`config.mk`:
```
export PLATFORM = sky130hd
export DESIGN_NAME = alu_muldiv_seq
export DESIGN_NICKNAME = d
export VERILOG_FILES = /design/src/rtl/alu_muldiv_seq.sv
export SDC_FILE = /design/constraint.sdc
export NUM_CORES = 1
export LEC_CHECK = 0
export BUFFER_PORTS_ARGS = -buffer_cell sky130_fd_sc_hd__buf_2
export CAP_MARGIN = 5
export CORE_ASPECT_RATIO = 0.6
export CORE_MARGIN = 2
export CORE_UTILIZATION = 54
export CTS_CLUSTER_DIAMETER = 60
export DETAILED_ROUTE_END_ITERATION = 12
export HOLD_SLACK_MARGIN = 0.15
export PLACE_DENSITY = 0.83
export SYNTH_ARGS = -nofsm -noshare
export SYNTH_HDL_FRONTEND = slang
export SYNTH_SLANG_ARGS = --single-unit
export TNS_END_PERCENT = 100
```
`constraint.sdc`:
```
create_clock -name clk -period 2.63 [get_ports clk]
set_clock_uncertainty 0.1 [all_clocks]
set_input_delay 0.526 -clock clk [delete_from_list [all_inputs] [get_ports clk]]
set_output_delay 0.526 -clock clk [all_outputs]
set_load 0.005 [all_outputs]
```
`src/rtl/alu_muldiv_seq.sv`:
```
// Sequential 16-bit unsigned multiply / restoring divide that borrows the shared
// execute-stage ALU for every add/subtract, one iteration per clock.
module alu_muldiv_seq #(
  parameter int WIDTH = 16,
  parameter int ITER  = 16
) (
  input  logic             clk,
  input  logic             rst_n,
  input  logic             start,
  input  logic             op,
  input  logic [WIDTH-1:0] a,
  input  logic [WIDTH-1:0] b,
  output logic             busy,
  output logic             done,
  output logic [WIDTH-1:0] res_lo,
  output logic [WIDTH-1:0] res_hi,
  output logic             dz,
  output logic [WIDTH-1:0] alu_op1,
  output logic [WIDTH-1:0] alu_op2,
  output logic [2:0]       alu_cmd,
  input  logic [WIDTH-1:0] alu_res
);

  localparam int CNT_W = $clog2(ITER);
  localparam logic [CNT_W-1:0] LAST_CNT = CNT_W'(ITER - 1);
  localparam logic [2:0] CMD_ADD = 3'b000;
  localparam logic [2:0] CMD_SUB = 3'b001;

  typedef enum logic [1:0] {IDLE, RUN, DONE} state_t;

  state_t           state_q, state_d;
  logic [CNT_W-1:0] cnt_q, cnt_d;
  logic             opSel_q, opSel_d;
  // acc doubles as the divide remainder; opA is mc/quotient, opB is mp/divisor
  logic [WIDTH-1:0] acc_q, acc_d;
  logic [WIDTH-1:0] opA_q, opA_d;
  logic [WIDTH-1:0] opB_q, opB_d;
  logic [WIDTH-1:0] resLo_q, resLo_d;
  logic [WIDTH-1:0] resHi_q, resHi_d;
  logic             dz_q, dz_d;
  logic [WIDTH-1:0] shiftedRem;

  always_ff @(posedge clk) begin
    if (!rst_n) begin
      state_q <= IDLE;
      cnt_q   <= '0;
      opSel_q <= 1'b0;
      acc_q   <= '0;
      opA_q   <= '0;
      opB_q   <= '0;
      resLo_q <= '0;
      resHi_q <= '0;
      dz_q    <= 1'b0;
    end else begin
      state_q <= state_d;
      cnt_q   <= cnt_d;
      opSel_q <= opSel_d;
      acc_q   <= acc_d;
      opA_q   <= opA_d;
      opB_q   <= opB_d;
      resLo_q <= resLo_d;
      resHi_q <= resHi_d;
      dz_q    <= dz_d;
    end
  end

  always_comb begin
    state_d    = state_q;
    cnt_d      = cnt_q;
    opSel_d    = opSel_q;
    acc_d      = acc_q;
    opA_d      = opA_q;
    opB_d      = opB_q;
    resLo_d    = resLo_q;
    resHi_d    = resHi_q;
    dz_d       = dz_q;
    alu_op1    = '0;
    alu_op2    = '0;
    alu_cmd    = CMD_ADD;
    shiftedRem = {acc_q[WIDTH-2:0], opA_q[WIDTH-1]};

    case (state_q)
      IDLE, DONE: begin
        if (start) begin
          opSel_d = op;
          if (op && (b == '0)) begin
            state_d = DONE;
            resLo_d = '1;
            resHi_d = a;
            dz_d    = 1'b1;
          end else begin
            state_d = RUN;
            cnt_d   = '0;
            dz_d    = 1'b0;
            acc_d   = '0;
            opA_d   = a;
            opB_d   = b;
          end
        end else begin
          state_d = IDLE;
        end
      end

      RUN: begin
        cnt_d = cnt_q + CNT_W'(1);
        if (!opSel_q) begin
          alu_op1 = acc_q;
          alu_op2 = opA_q;
          alu_cmd = CMD_ADD;
          if (opB_q[0]) acc_d = alu_res;
          opA_d = opA_q << 1;
          opB_d = opB_q >> 1;
        end else begin
          alu_op1 = shiftedRem;
          alu_op2 = opB_q;
          alu_cmd = CMD_SUB;
          if (shiftedRem >= opB_q) begin
            acc_d = alu_res;
            opA_d = {opA_q[WIDTH-2:0], 1'b1};
          end else begin
            acc_d = shiftedRem;
            opA_d = {opA_q[WIDTH-2:0], 1'b0};
          end
        end
        // Results capture the values produced by this final iteration
        if (cnt_q == LAST_CNT) begin
          state_d = DONE;
          resLo_d = opSel_q ? opA_d : acc_d;
          resHi_d = opSel_q ? acc_d : '0;
        end
      end

      default: state_d = IDLE;
    endcase
  end

  assign busy   = (state_q == RUN);
  assign done   = (state_q == DONE);
  assign res_lo = resLo_q;
  assign res_hi = resHi_q;
  assign dz     = dz_q;

endmodule

```
======== Word-level counts from Yosys, hierarchy flattened ========
Cells that the tools add are included.
word-level totals
  bits in registers ....................... 88
  output and inout port bits .............. 70
  logic and storage cells ................. 67
operators by class
  $add $sub $neg .......................... 1
  magnitude comparators ................... 1
  eq/ne operators ......................... 8
  multiplexer cells ....................... 39
  reductions and logical operators ........ 9
operators with widths
  operator                                                                 number
  16-bit 2-to-1 mux                                                        22
  16-bit case mux with 2 select lines                                      5
  16-bit greater-or-equal comparator                                       1
  16-bit logical NOT                                                       1
  4-bit 2-to-1 mux                                                         2
  2-bit inequality test, second input constant                             4
  4-bit case mux with 2 select lines                                       1
  4-bit AND reduction                                                      2
  2-bit 2-to-1 mux                                                         3
  1-bit 2-to-1 mux                                                         5
  4-bit by 1-bit adder with 4-bit output, second input constant            1
  4-bit == test, second input constant                                     1
  2-bit case mux with 2 select lines                                       1
  3-bit AND reduction                                                      1
  2-bit by 1-bit == test with 1-bit output, second input constant          1
  2-bit == test, second input constant                                     1
  2-bit logical NOT                                                        1
  2-bit by 1-bit inequality test with 1-bit output, second input constant  1
  2-bit AND reduction                                                      1
  2-bit nonzero test                                                       1
  2-bit OR reduction                                                       1
  1-bit logical AND                                                        1

======== Depth between registers and ports, before layout ========
  depth after elaboration ................. 6
  mapped depth ............................ 10
  depth with buffers taken out ............ 8

======== Worst setup path before layout ========
No wires, ideal clock.
  kind .................................... reg2reg
  from .................................... reg opB_q[1]
  to ...................................... reg acc_q[10]
  setup time .............................. 92 ps
  data arrival time ....................... 2,054 ps
  required time ........................... 2,438 ps
  setup slack ............................. 384 ps
  stages on the path, launching flop included .. 11
  buffers on the path ..................... 2
  path through ............................ dfxtp_1 inv_1 ha_1 nor2b_1 o211a_1 o311ai_1 nand3_1 buf_4 buf_6 mux2i_1 o32ai_1
between the ends
  longest elaborated chain between the ends .. 4
RTL lines
  what                                 RTL line  text
  start, declared                      37        logic [WIDTH-1:0] opB_q, opB_d;
  start signal, assigned               60        opB_q <= opB_d;
  16-bit greater-or-equal comparator   117       if (shiftedRem >= opB_q) begin
  16-bit 2-to-1 mux                    117
  16-bit 2-to-1 mux                    106       if (!opSel_q) begin
  16-bit case mux with 2 select lines  82        case (state_q)
  end signal, assigned                 48        acc_q <= '0;
  end signal, assigned                 58        acc_q <= acc_d;
  end, declared                        35        logic [WIDTH-1:0] acc_q, acc_d;
Every way passes these cells.
A chain may end at the register's enable or synchronous reset.

======== Worst setup path after layout ========
  from .................................... reg opB_q[1]
  to ...................................... reg acc_q[13]
The elaborated chain is that of the path after synthesis.

==> flow_summary.ini <==
[yosys]
yosys_most_used_dff = dfxtp_1
seq_area_frac_synth = 0.346
synth_seq_cells = 88
synth-edff-count = 0
avgSynthCellArea_um2 = 8.79
synth.cell_area_um2 = 5090
ys_warn_count = 0
synth_async_sr_flop_share = 0
synth_cells = 579
synth_cell_types = 45

[sta]
period_needed_ns = 2.58
finalSetupViolations = 0
max_freq_mhz = 388
whs_ns = 0.392
relSlewSlack = 0.220
drv_slew = 0
fin_crit_sh = 0.979
tightest_slew_ns = 1.17
hold_viol_final = 0

[finish]
finish.net_count = 764
final_cell_mix = buf_2 (119), dfxtp_1 (87), nor2_1 (72)
diodes = 0
layout_commonest_cell = buf_2
drive_gt1_frac = 0.311
syn2layout_area_growth_pct = 22.7

[setup_path]
r2r-start = opB_q[1]
path_class = reg2reg
r2r_end = acc_q[13]
critPathLaunch = opB_q[1]
worst_r2r_path_depth = 9
arrival_ns = 2.70
cp-start-kind = flop
end_kind = flop
cp.required_ns = 2.75
ff2ff_setup_slack_ns = 0.05
cp_max_fo = 18

[floorplanning]
ioPinCount = 122
rows = 27
dieHeight_um = 79.2
die_w_um = 129
dieArea_um2 = 10200
core_um2 = 9160
initial_core_util = 0.556

[place]
port_buffers = 119
gp_congestion = 0.978
dp_hpwl_um = 12800

[hold_path]
hp-start = cnt_q[1]
min_path_cells = 2
worstHoldEndpoint = cnt_q[1]
hold_path_class = reg2reg

[power_and_ir_drop]
vdd_drop_max_mv = 0.314
p_leak_uw = 0.00282
power.total_uw = 3810
powerDensity_nw_per_um2 = 610

[global_routing]
grt_pass1_vias = 4875
grt_start_max_net_pins = 47
antenna_found_initial = 1
grt-ovfl-total = 0
grt.total_usage = 0.347
grt_pass1_wl_um = 26800

[routing]
viasPerCell = 6.41
drc = 0
dr.pass1.iters = 6
wl_um = 17700
postRouteAntennaNets = 0
via_count = 5317
wl_per_cell_um = 21.4
drt_iter0_markers = 785

[cts]
cts_buffers = 9
clkSinkCount = 88
cts_tree = yes
cts-root-buf = clkbuf_16
path_clk_slew_ns = 0.06
insertion_delay_ns = 0.35
cts_hold_buf = 0
htreeDepth = 3
clock_path_buffers = 2

[flow_run]
cap_viol_max_count = 0

[outcome]
status = finished clean
-- area by class of cell --
class / count / area, µm²
clock buffers: 11 / 243
clock inverters: 5 / 56.3
fillers: 725 / 2910
inverters: 30 / 113
multi-input cells: 412 / 3010
flip-flops and latches: 88 / 1760
well taps: 130 / 163
repair buffers: 154 / 896
-- state kept, by name (all words and copies together) (netlist names) --
signal and count:
res_hi 16, opB_q 16, state_q 2, res_lo 16
cnt_q 4, opA_q 16, dz 1, acc_q 16
opSel_q 1
-- critical path: stages (launching register included) --
cell and delay (ns):
dfxtp_1 0.36, inv_1 0.07, ha_1 0.28, nor2b_1 0.14, o211a_1 0.20, o311ai_1 0.33, nand3_1 0.18, buf_12 0.20
mux2i_1 0.19, o32ai_2 0.38
-- cells by family (layout without fill, tap and decap cells) --
logic type	Yosys count	count (layout)	synth area share
simple gates	136	136	0.113
buf+inv	80	200	0.0723
flops	88	88	0.346
fa+ha+maj	17	17	0.0418
mux	86	86	0.174
xor+xnor	1	1	0.00172
other cells	1	2	0.000737
compound gates	170	170	0.250
-- worst max path at each step --
| stage | to | slack (ns) | cells past startpoint |
|---|---|---|---|
| after floorplan | acc_q[10] | 0.38 | 10 |
| final | acc_q[13] | 0.05 | 9 |
| after detailed placement | acc_q[8] | -0.04 | 8 |
| after global placement | acc_q[8] | 0.08 | 8 |
| after global routing | acc_q[8] | -0.002 | 9 |
| after CTS | acc_q[0] | 0.04 | 9 |
-- report_power, final --
group	internal (µW)	total (µW)	leakage, µW	switching, µW
logic	401	978	0.00195	577
registers	1430	1530	0.000721	101
clock network	761	1300	0.000145	537
total	2590	3810	0.00282	1220
-- synthesized netlist by cell type, types with 15 or more instances --
master / n / area share
nor2_1: 72 / 0.053
nand2_1: 39 / 0.029
o211ai_1: 15 / 0.022
a211oi_1: 16 / 0.024
mux2i_1: 65 / 0.13
dfxtp_1: 88 / 0.35
inv_1: 28 / 0.021
o22ai_1: 19 / 0.023
o221a_2: 16 / 0.035
mux2_2: 21 / 0.046
clkbuf_1: 30 / 0.022
a21oi_1: 28 / 0.028
ha_1: 17 / 0.042
o211a_1: 16 / 0.031
a22oi_1: 22 / 0.032
-- routing by layer --
layer / GRT usage / share of wire / wire length [µm]
met1: 0.497 / 0.43 / 7540
met2: 0.475 / 0.39 / 6980
met3: 0.145 / 0.16 / 2840
met4: 0.0891 / 0.020 / 361
met5: 0 / 0 / 0
-- metrics by stage --
| step | utilization | area, µm² | setup WS [ns] | instances | setup TNS [ns] |
|---|---|---|---|---|---|
| after floorplan | - | 5090 | 0.384 | 580 | 0 |
| after global placement | 0.646 | 5910 | 0.0823 | 814 | 0 |
| after detailed placement | 0.646 | 5910 | -0.0440 | 814 | -0.0440 |
| after CTS | 0.678 | 6210 | 0.0408 | 830 | 0 |
| after global routing | 0.682 | 6250 | -0.00166 | 830 | -0.00166 |
| final | 0.682 | 6250 | 0.0549 | 830 | 0 |
-- what timing repair did --
item                       4_1_cts  5_1_grt
buffers inserted                 0        0
setup endpoints to repair        0        6
gates resized for setup          0        5
(Power assumes the default switching activity.)
